## config.mk

```make
export PLATFORM = sky130hd
export DESIGN_NAME = if_fetch
export DESIGN_NICKNAME = d
export VERILOG_FILES = /design/src/rtl/if_fetch_pkg.sv /design/src/rtl/if_fetch_fifo.sv /design/src/rtl/if_fetch.sv
export SDC_FILE = /design/constraint.sdc
export NUM_CORES = 1
export LEC_CHECK = 0
export ABC_AREA = 1
export BUFFER_PORTS_ARGS = -buffer_cell sky130_fd_sc_hd__buf_2
export CORE_MARGIN = 2
export CORE_UTILIZATION = 30
export CTS_CLUSTER_DIAMETER = 50
export DETAILED_ROUTE_END_ITERATION = 6
export HOLD_SLACK_MARGIN = 0.06
export PLACE_DENSITY = 0.52
export SYNTH_ARGS = -nofsm -noshare
export SYNTH_HDL_FRONTEND = slang
export SYNTH_SLANG_ARGS = --single-unit
```

## constraint.sdc

```tcl
create_clock -name clk -period 7.86 [get_ports clk]
set_input_delay 0.393 -clock clk [delete_from_list [all_inputs] [get_ports clk]]
set_output_delay 0.393 -clock clk [all_outputs]
set_load 0.02 [all_outputs]
```

## src/rtl/if_fetch_pkg.sv

```systemverilog
// rtl/if_fetch_pkg.sv - shared widths, constants and entry type for the fetch front end
package if_fetch_pkg;

    localparam int InstAddrBus = 32;
    localparam int InstBus     = 32;

    // addi x0, x0, 0
    localparam logic [InstBus-1:0] NopInst = 32'h0000_0013;

    localparam logic RstEnable   = 1'b1;
    localparam logic ChipEnable  = 1'b1;
    localparam logic ChipDisable = 1'b0;
    localparam logic Branch      = 1'b1;
    localparam logic Stop        = 1'b1;

    typedef struct packed {
        logic [InstAddrBus-1:0] pc;
        logic [InstBus-1:0]     inst;
    } fetch_entry_t;

    // Instructions are word aligned; the low two address bits are dropped.
    function automatic logic [InstAddrBus-1:0] word_align(input logic [InstAddrBus-1:0] addr);
        return {addr[InstAddrBus-1:2], 2'b00};
    endfunction

endpackage

```

## src/rtl/if_fetch_fifo.sv

```systemverilog
// rtl/if_fetch_fifo.sv - synchronous prefetch FIFO of {pc, inst} entries
// Ports:
//   clk, rst           clock, synchronous active-high reset
//   push_i / wdata_i   enqueue an entry (ignored when full without a pop)
//   pop_i              dequeue the head entry (ignored when empty)
//   flush_i            drop every entry; wins over push and pop
//   rdata_o            head entry, combinational from storage
//   count_o            number of stored entries, 0..DEPTH
//   full_o / empty_o   occupancy flags
module if_fifo
    import if_fetch_pkg::*;
#(
    parameter int DEPTH = 2
) (
    input  logic                       clk,
    input  logic                       rst,
    input  logic                       push_i,
    input  logic                       pop_i,
    input  logic                       flush_i,
    input  fetch_entry_t               wdata_i,
    output fetch_entry_t               rdata_o,
    output logic [$clog2(DEPTH):0]     count_o,
    output logic                       full_o,
    output logic                       empty_o
);

    localparam int PTR_W = $clog2(DEPTH);
    localparam int CNT_W = PTR_W + 1;

    fetch_entry_t       mem_q [DEPTH];
    logic [PTR_W-1:0]   wr_ptr_q, wr_ptr_d;
    logic [PTR_W-1:0]   rd_ptr_q, rd_ptr_d;
    logic [CNT_W-1:0]   count_q, count_d;
    logic               push_ok;
    logic               pop_ok;

    assign full_o  = (count_q == CNT_W'(DEPTH));
    assign empty_o = (count_q == '0);
    assign count_o = count_q;
    assign rdata_o = mem_q[rd_ptr_q];

    // A push into a full FIFO is only accepted when the head leaves in the same cycle.
    assign push_ok = push_i & (~full_o | pop_i);
    assign pop_ok  = pop_i & ~empty_o;

    always_comb begin
        wr_ptr_d = wr_ptr_q;
        rd_ptr_d = rd_ptr_q;
        count_d  = count_q;
        if (flush_i) begin
            wr_ptr_d = '0;
            rd_ptr_d = '0;
            count_d  = '0;
        end else begin
            // DEPTH is a power of two, so pointers wrap by natural overflow.
            if (push_ok) wr_ptr_d = wr_ptr_q + PTR_W'(1);
            if (pop_ok)  rd_ptr_d = rd_ptr_q + PTR_W'(1);
            case ({push_ok, pop_ok})
                2'b10:   count_d = count_q + CNT_W'(1);
                2'b01:   count_d = count_q - CNT_W'(1);
                default: count_d = count_q;
            endcase
        end
    end

    always_ff @(posedge clk) begin
        if (rst) begin
            wr_ptr_q <= '0;
            rd_ptr_q <= '0;
            count_q  <= '0;
        end else begin
            wr_ptr_q <= wr_ptr_d;
            rd_ptr_q <= rd_ptr_d;
            count_q  <= count_d;
        end
    end

    always_ff @(posedge clk) begin
        if (!rst && !flush_i && push_ok) begin
            mem_q[wr_ptr_q] <= wdata_i;
        end
    end

endmodule

```

## src/rtl/if_fetch.sv

```systemverilog
// rtl/if_fetch.sv - RV32I instruction fetch: PC, ROM interface, prefetch FIFO, decode handshake
// Ports:
//   clk, rst                         clock, synchronous active-high reset
//   stall_i                          freeze PC and fetches; the FIFO keeps draining
//   branch_flag_i, branch_target_i   redirect pulse and byte target; flushes the FIFO
//   rom_ce_o, rom_addr_o             ROM enable and byte address (always the PC)
//   rom_inst_i                       combinational ROM data for rom_addr_o
//   id_ready_i                       decode accepts the head entry
//   if_valid_o, if_pc_o, if_inst_o   head entry towards decode
module if_fetch
    import if_fetch_pkg::*;
#(
    parameter logic [InstAddrBus-1:0] RESET_PC   = 32'h0000_0000,
    parameter int                     FIFO_DEPTH = 2,
    parameter logic [InstBus-1:0]     NOP_INST   = NopInst
) (
    input  logic                   clk,
    input  logic                   rst,
    input  logic                   stall_i,
    input  logic                   branch_flag_i,
    input  logic [InstAddrBus-1:0] branch_target_i,
    output logic                   rom_ce_o,
    output logic [InstAddrBus-1:0] rom_addr_o,
    input  logic [InstBus-1:0]     rom_inst_i,
    input  logic                   id_ready_i,
    output logic                   if_valid_o,
    output logic [InstAddrBus-1:0] if_pc_o,
    output logic [InstBus-1:0]     if_inst_o
);

    localparam int CNT_W = $clog2(FIFO_DEPTH) + 1;

    logic [InstAddrBus-1:0] pc_q, pc_d;
    logic                   rom_ce_q;
    logic                   push;
    logic                   pop;
    fetch_entry_t           wr_entry;
    fetch_entry_t           head;
    logic [CNT_W-1:0]       fifo_count;
    logic                   fifo_full;
    logic                   fifo_empty;

    assign rom_ce_o   = rom_ce_q;
    assign rom_addr_o = pc_q;

    assign if_valid_o = (fifo_count != '0);
    assign if_pc_o    = fifo_empty ? '0 : head.pc;
    assign if_inst_o  = fifo_empty ? NOP_INST : head.inst;

    assign pop  = if_valid_o & id_ready_i;
    // A full FIFO still takes a new word when decode drains the head this cycle.
    assign push = (rom_ce_q == ChipEnable) & (stall_i != Stop) & (branch_flag_i != Branch)
                & (~fifo_full | pop);

    assign wr_entry = '{pc: pc_q, inst: rom_inst_i};

    always_comb begin
        pc_d = pc_q;
        if (branch_flag_i == Branch) begin
            pc_d = word_align(branch_target_i);
        end else if (push) begin
            pc_d = pc_q + 32'd4;
        end
    end

    always_ff @(posedge clk) begin
        if (rst == RstEnable) begin
            pc_q     <= RESET_PC;
            rom_ce_q <= ChipDisable;
        end else begin
            pc_q     <= pc_d;
            rom_ce_q <= ChipEnable;
        end
    end

    // A branch flushes; any pop in that cycle is discarded along with the entries.
    if_fifo #(
        .DEPTH (FIFO_DEPTH)
    ) u_fifo (
        .clk     (clk),
        .rst     (rst),
        .push_i  (push),
        .pop_i   (pop & ~branch_flag_i),
        .flush_i (branch_flag_i),
        .wdata_i (wr_entry),
        .rdata_o (head),
        .count_o (fifo_count),
        .full_o  (fifo_full),
        .empty_o (fifo_empty)
    );

endmodule

```

* Word level (Yosys, flattened, before mapping) *
Memory sizes are Yosys's and may differ from the RTL's. A register that Yosys moved wholly into a read port is not among the register bits.
Cells that the tools add are included.

cells by class
  multiply operators = 0
  div/mod/pow operators = 0
  equality and inequality tests = 3
  bitwise operators = 13
  muxes and demuxes = 10
  magnitude comparators = 0
  shift-type cells = 0
  $add $sub $neg = 5
  reductions and logical operators = 9

operators with widths
  operator               number
  $mux 32                4
  $add 32x3->32 const B  1
  $and 1x1->1            7
  $reduce_bool 2->1      3
  $mux 1                 5
  $eq 2x2->1 const B     2
  $not 1->1              4
  $pmux 2 s2             1
  $add 1x1->1 const B    2
  $add 2x1->2 const B    1
  $eq 2x1->1 const B     1
  $logic_and 1x1->1      2
  $logic_not 1->1        2
  $logic_not 2->1        1
  $or 1x1->1             2
  $reduce_or 2->1        1
  $sub 2x1->2 const B    1

storage, ports and cells
  input port bits = 69
  bits in registers = 37
  logic and storage cells = 47
  memory bits (read-only) = 0
  RAM bits = 128
  memories = 1
  output and inout port bits = 98
  bits in latches = 0

memories
  memory        words  bits a word  read ports  clocked after memory_dff  write ports  RTL line             RTL
  u_fifo.mem_q  2      64           1           1                         1            if_fetch_fifo.sv:30  fetch_entry_t mem_q [DEPTH];

* Logic depth before layout (Yosys ltp) *
  word-level depth = 8
  mapped depth = 9
  mapped depth without buffers = 9

* Hierarchy *
From an unflattened synthesis, not the netlist that was laid out.

second synthesis, totals
  cells, all modules = 771
  area, all modules = 8112.8 sq um

by module, submodules not included
  module    area an instance (sq um)  instances  cells each  sequential area each (sq um)
  if_fifo   5173.7                    1          240         3943.8
  if_fetch  2939.1                    1          531         620.6

* Worst setup path after synthesis *
OpenSTA, ideal clock, no wires.

  path kind = input -> register
  start point = input branch_flag_i
  end point = memory u_fifo.mem_q[1][0] (netlist bit), enable pin
  setup slack = 2243 ps
  arrival time = 5058 ps
  required time = 7301 ps
  setup time = 559 ps
  buffers on the path = 1
  stages = 4
  path through = buf_2 > nor2_2 > nand3_4 > nor3_1

between the ends
  longest elaborated chain between the ends = 7
  elaborated cells between the ends (all ways) = 11
  classes of those cells = mux: 2; bitwise: 6; reduce/logical: 3

ends and longest elaborated chain
  item                                       RTL line                             RTL
  from (decl)                                if_fetch.sv:20                       input logic branch_flag_i,
  $not 1->1                                  if_fetch.sv:52, if_fetch.sv:83
  $and 1x1->1 (on tied branches)             if_fetch.sv:52, if_fetch.sv:83
  $and 1x1->1 or $or 1x1->1 (tied branches)  if_fetch.sv:53, if_fetch_fifo.sv:43
  $and 1x1->1                                if_fetch_fifo.sv:43                  assign push_ok = push_i & (~full_o | pop_i);
  $logic_and 1x1->1 (*)                      if_fetch_fifo.sv:79                  if (!rst && !flush_i && push_ok) begin
  $mux 1 (*)                                 if_fetch_fifo.sv:79
  $mux 1 (not written as such) (*)           if_fetch_fifo.sv:80                  mem_q[wr_ptr_q] <= wdata_i;
  to (decl)                                  if_fetch_fifo.sv:30

Every way passes the cells marked *; elsewhere a longest branch is shown, timed or not.

* Final worst setup path *
  start point = register u_fifo.count_q[0], in the netlist u_fifo.count_o[0]
  end point = memory u_fifo.mem_q[0][37] (netlist bit), enable pin

between the ends
  longest elaborated chain between the ends = 8
  elaborated cells between the ends (all ways) = 12
  classes of those cells = eq/ne: 1; mux: 2; bitwise: 7; reduce/logical: 2

ends and longest elaborated chain
  item                                             RTL line                                             RTL
  from (decl)                                      if_fetch_fifo.sv:33                                  logic [CNT_W-1:0] count_q, count_d;
  from (signal assigned)                           if_fetch_fifo.sv:74                                  count_q <= count_d;
  $reduce_bool 2->1 or $eq 2x2->1 (tied branches)  if_fetch.sv:46, if_fetch_fifo.sv:37
  $and 1x1->1 or $not 1->1 (tied branches)         if_fetch.sv:50, if_fetch_fifo.sv:43, if_fetch.sv:53
  $or 1x1->1 or $and 1x1->1 (tied branches)        if_fetch.sv:53, if_fetch.sv:83
  $and 1x1->1 or $or 1x1->1 (tied branches)        if_fetch.sv:53, if_fetch_fifo.sv:43
  $and 1x1->1 (*)                                  if_fetch_fifo.sv:43
  $logic_and 1x1->1 (*)                            if_fetch_fifo.sv:79
  $mux 1 (*)                                       if_fetch_fifo.sv:79
  $mux 1 (not written as such) (*)                 if_fetch_fifo.sv:80

Marks and branches as above.

==> flow_metrics.tcl <==
set metrics [dict create \
    netlist_area_sq_um 7060 \
    synth_most_common_cell "nand2_1" \
    cp-start-kind "register" \
    fmax_mhz 389 \
    postCtsSetupRepairBufs 0 \
    placement.cell_area_sq_um 8160 \
    slowest_delay_ns 0.63 \
    cp-end-kind "register" \
    crit_slowest_cell "buf_4" \
    maxCapViolCount 0 \
    synthTopCellsByCount "nand2_1 (243), edfxtp_1 (124), a21oi_1 (88), inv_1 (61), nor2_1 (40)" \
    finClkSkew_ns 0.0115 \
    switching_share 0.220 \
    totalNegativeSetupSlack_ns 0 \
    critPathKind "register to register" \
    syn_inst 741 \
    setup_viol 0 \
    seqPwrFrac 0.496 \
    hp-class "input port to register" \
    fp.dieW_um 157 \
    synthToLayoutAreaGrowth_pct 24.4 \
    power.internal_mw 1.49 \
    cts_htree_levels 4 \
    rsz0062_at_grt "no" \
    overflow 0 \
    path_cells "inv_1 > nand3_2 > nand3_4 > clkinv_2 > nand2_1 > nor2_4 > buf_4" \
    grt_use_total 0.151 \
    cts_hold_buffers 0 \
    syn_avg_cell_area_sq_um 9.52 \
    grt_max_degree 63 \
    grt_antenna_before_repair 1 \
    fp.dieH_um 157 \
    cts_tree "built" \
    crit_fanout 62 \
    cts_buffers 17 \
    placementRows 56 \
    stdcell_area_sq_um 8780 \
    synth_area_leader_cell "edfxtp_1" \
    clkTransAtPathRegs_ns 0.07 \
    vias 5505 \
    required_ns 7.90 \
    tightest_slew_ns 0.898 \
    diodes 0 \
    timing.final.crit_share 0.327 \
    start_util 0.303 \
    power_density_nw_per_um2 218 \
    post_cts_resized 0 \
    worst-endpoint-arrival_ns 2.62 \
    cts_num_sinks 160 \
    ys_types 34 \
    net-switching-power_mw 0.420 \
    dp_hpwl_mm 12.0 \
    async_flop_share 0 \
    hold_viol 0 \
    cts_max_path_buffers 2 \
    first_iter_violations 315 \
    p_clk_frac 0.444 \
    core-area_sq_um 23300 \
    yosysSeqAreaShare 0.630 \
    globalplace.congestion 0.809 \
    routed_wl_mm 18.6 \
    cellLeakagePower_nw 3.53 \
    drt_pass1_iterations 4 \
    slew_viol_final 0 \
    via_per_inst 4.49 \
    port_buffers 160 \
    drive_above_1_share 0.241 \
    grt_pass1_vias 5288 \
    routedWlPerCell_um 15.2 \
    grt_pass1_wl_mm 28.4 \
    io_pins 167 \
    synth_edf_count 124 \
    period_minus_slack_ns 2.57 \
    yosysWarnings 0 \
    ys.flop_type "edfxtp_1" \
    peakVddDrop_mv 0.0994 \
    netlist.area_leader.share 0.528 \
    netlist_top_cells_area "edfxtp_1 (53%), nand2_1 (13%), dfxtp_1 (10%)" \
    synth_seq_cells 160 \
    nets 965 \
    dieArea_sq_um 24800 \
    drc 0 \
    postRouteAntennaNets 0 \
    combPwrFrac 0.060 \
    outcome "finished, final reports clean" \
    worstSkewPairLatency_ns 0.42 \
    max_slew_margin 0.402 \
    cts_root_buf "clkbuf_16" \
]
-- worst paths after layout --
path / depth (start not counted) / slack (ns) / from / endpoint
max: 7 / 5.29 / u_fifo.count_o[0] / u_fifo.mem_q[0][37]
min: 1 / 0.16 / rom_inst_i[21] / u_fifo.mem_q[0][21]
max reg2reg: 7 / 5.29 / u_fifo.count_o[0] / u_fifo.mem_q[0][37]
min reg2reg: 2 / 0.47 / u_fifo.rd_ptr_q / register
-- sequential cells by signal (all words and copies together), names as in the netlist, named ones only --
name and cells:
u_fifo.mem_q 124, rom_addr_o 30, u_fifo.count_o 2, rom_ce_o 1
u_fifo.rd_ptr_q 1, u_fifo.wr_ptr_q 1
-- per-stage QoR --
stage | setup slack, ns | total power [mW] | hold slack (ns) | utilization | cells
finish | 5.29 | 1.91 | 0.165 | 0.377 | 1226
floorplan | 2.24 | 1.03 | 0.445 | - | 744
global route | 5.09 | 1.99 | 0.139 | 0.377 | 1226
CTS | 5.25 | 1.93 | 0.145 | 0.377 | 1226
detailed placement | 4.88 | 1.08 | 0.455 | 0.351 | 1194
global placement | 4.91 | 1.08 | 0.455 | 0.351 | 1194
-- critical path, delay by kind of cell (launching register included) --
family | cells | cell delay (ns)
flip-flops | 1 | 0.42
buffers and inverters | 3 | 1.11
AND/OR/NAND/NOR | 4 | 0.53
-- layout make-up --
type                    instances  area [sq um]
multi-input cells             487          2240
inverters                      63           238
clock inverters                 7          95.1
clock buffers                  25           519
repair buffers                165           838
flip-flops and latches        160          4450
well taps                     319           399
fillers                      2389         14500
-- power by group through the flow --
stage / logic, mW / registers (mW) / clock network [mW]
final: 0.114 / 0.948 / 0.849
after global routing: 0.128 / 0.950 / 0.912
after CTS: 0.116 / 0.947 / 0.870
after detailed placement: 0.115 / 0.966 / 0
after global placement: 0.113 / 0.966 / 0
after floorplan: 0.0585 / 0.969 / 0
-- cell families (layout without fill, tap and decap cells) --
family                   count (synthesis)  count (layout)  share of synthesized area
AND/OR/NAND/NOR                        346             346                      0.209
flip-flops                             160             160                      0.630
AO/OA/AOI/OAI                          131             131                     0.0950
buffers and inverters                   97             260                     0.0571
XOR/XNOR                                 4               4                    0.00497
adder cells (fa/ha/maj)                  2               2                    0.00355
other                                    1               4                   0.000531
-- metal layers --
metal / share of wire / GRT usage / routed length [um]
met1: 0.46 / 0.194 / 8640
met4: 0.011 / 0.0416 / 213
met3: 0.049 / 0.0377 / 916
met2: 0.47 / 0.253 / 8800
met5: 0.00070 / 0 / 13
-- cells in the final DEF (no fill, tap or decap), types with 3 or more instances in the layout --
cell type / Yosys / final
clkbuf_16: 0 / 20
edfxtp_1: 124 / 124
nor2_1: 40 / 38
nand2_4: 3 / 3
clkbuf_1: 22 / 5
a31oi_1: 5 / 5
nand2_1: 243 / 243
buf_2: 3 / 160
inv_1: 61 / 61
conb_1: 1 / 4
nand3_1: 36 / 36
o21ai_1: 10 / 10
dfxtp_1: 36 / 35
buf_4: 7 / 5
nand2_2: 3 / 3
nor2_2: 7 / 7
a21oi_1: 88 / 88
o21ai_0: 25 / 25
nor2_4: 4 / 6
(Power assumes the default switching activity.)
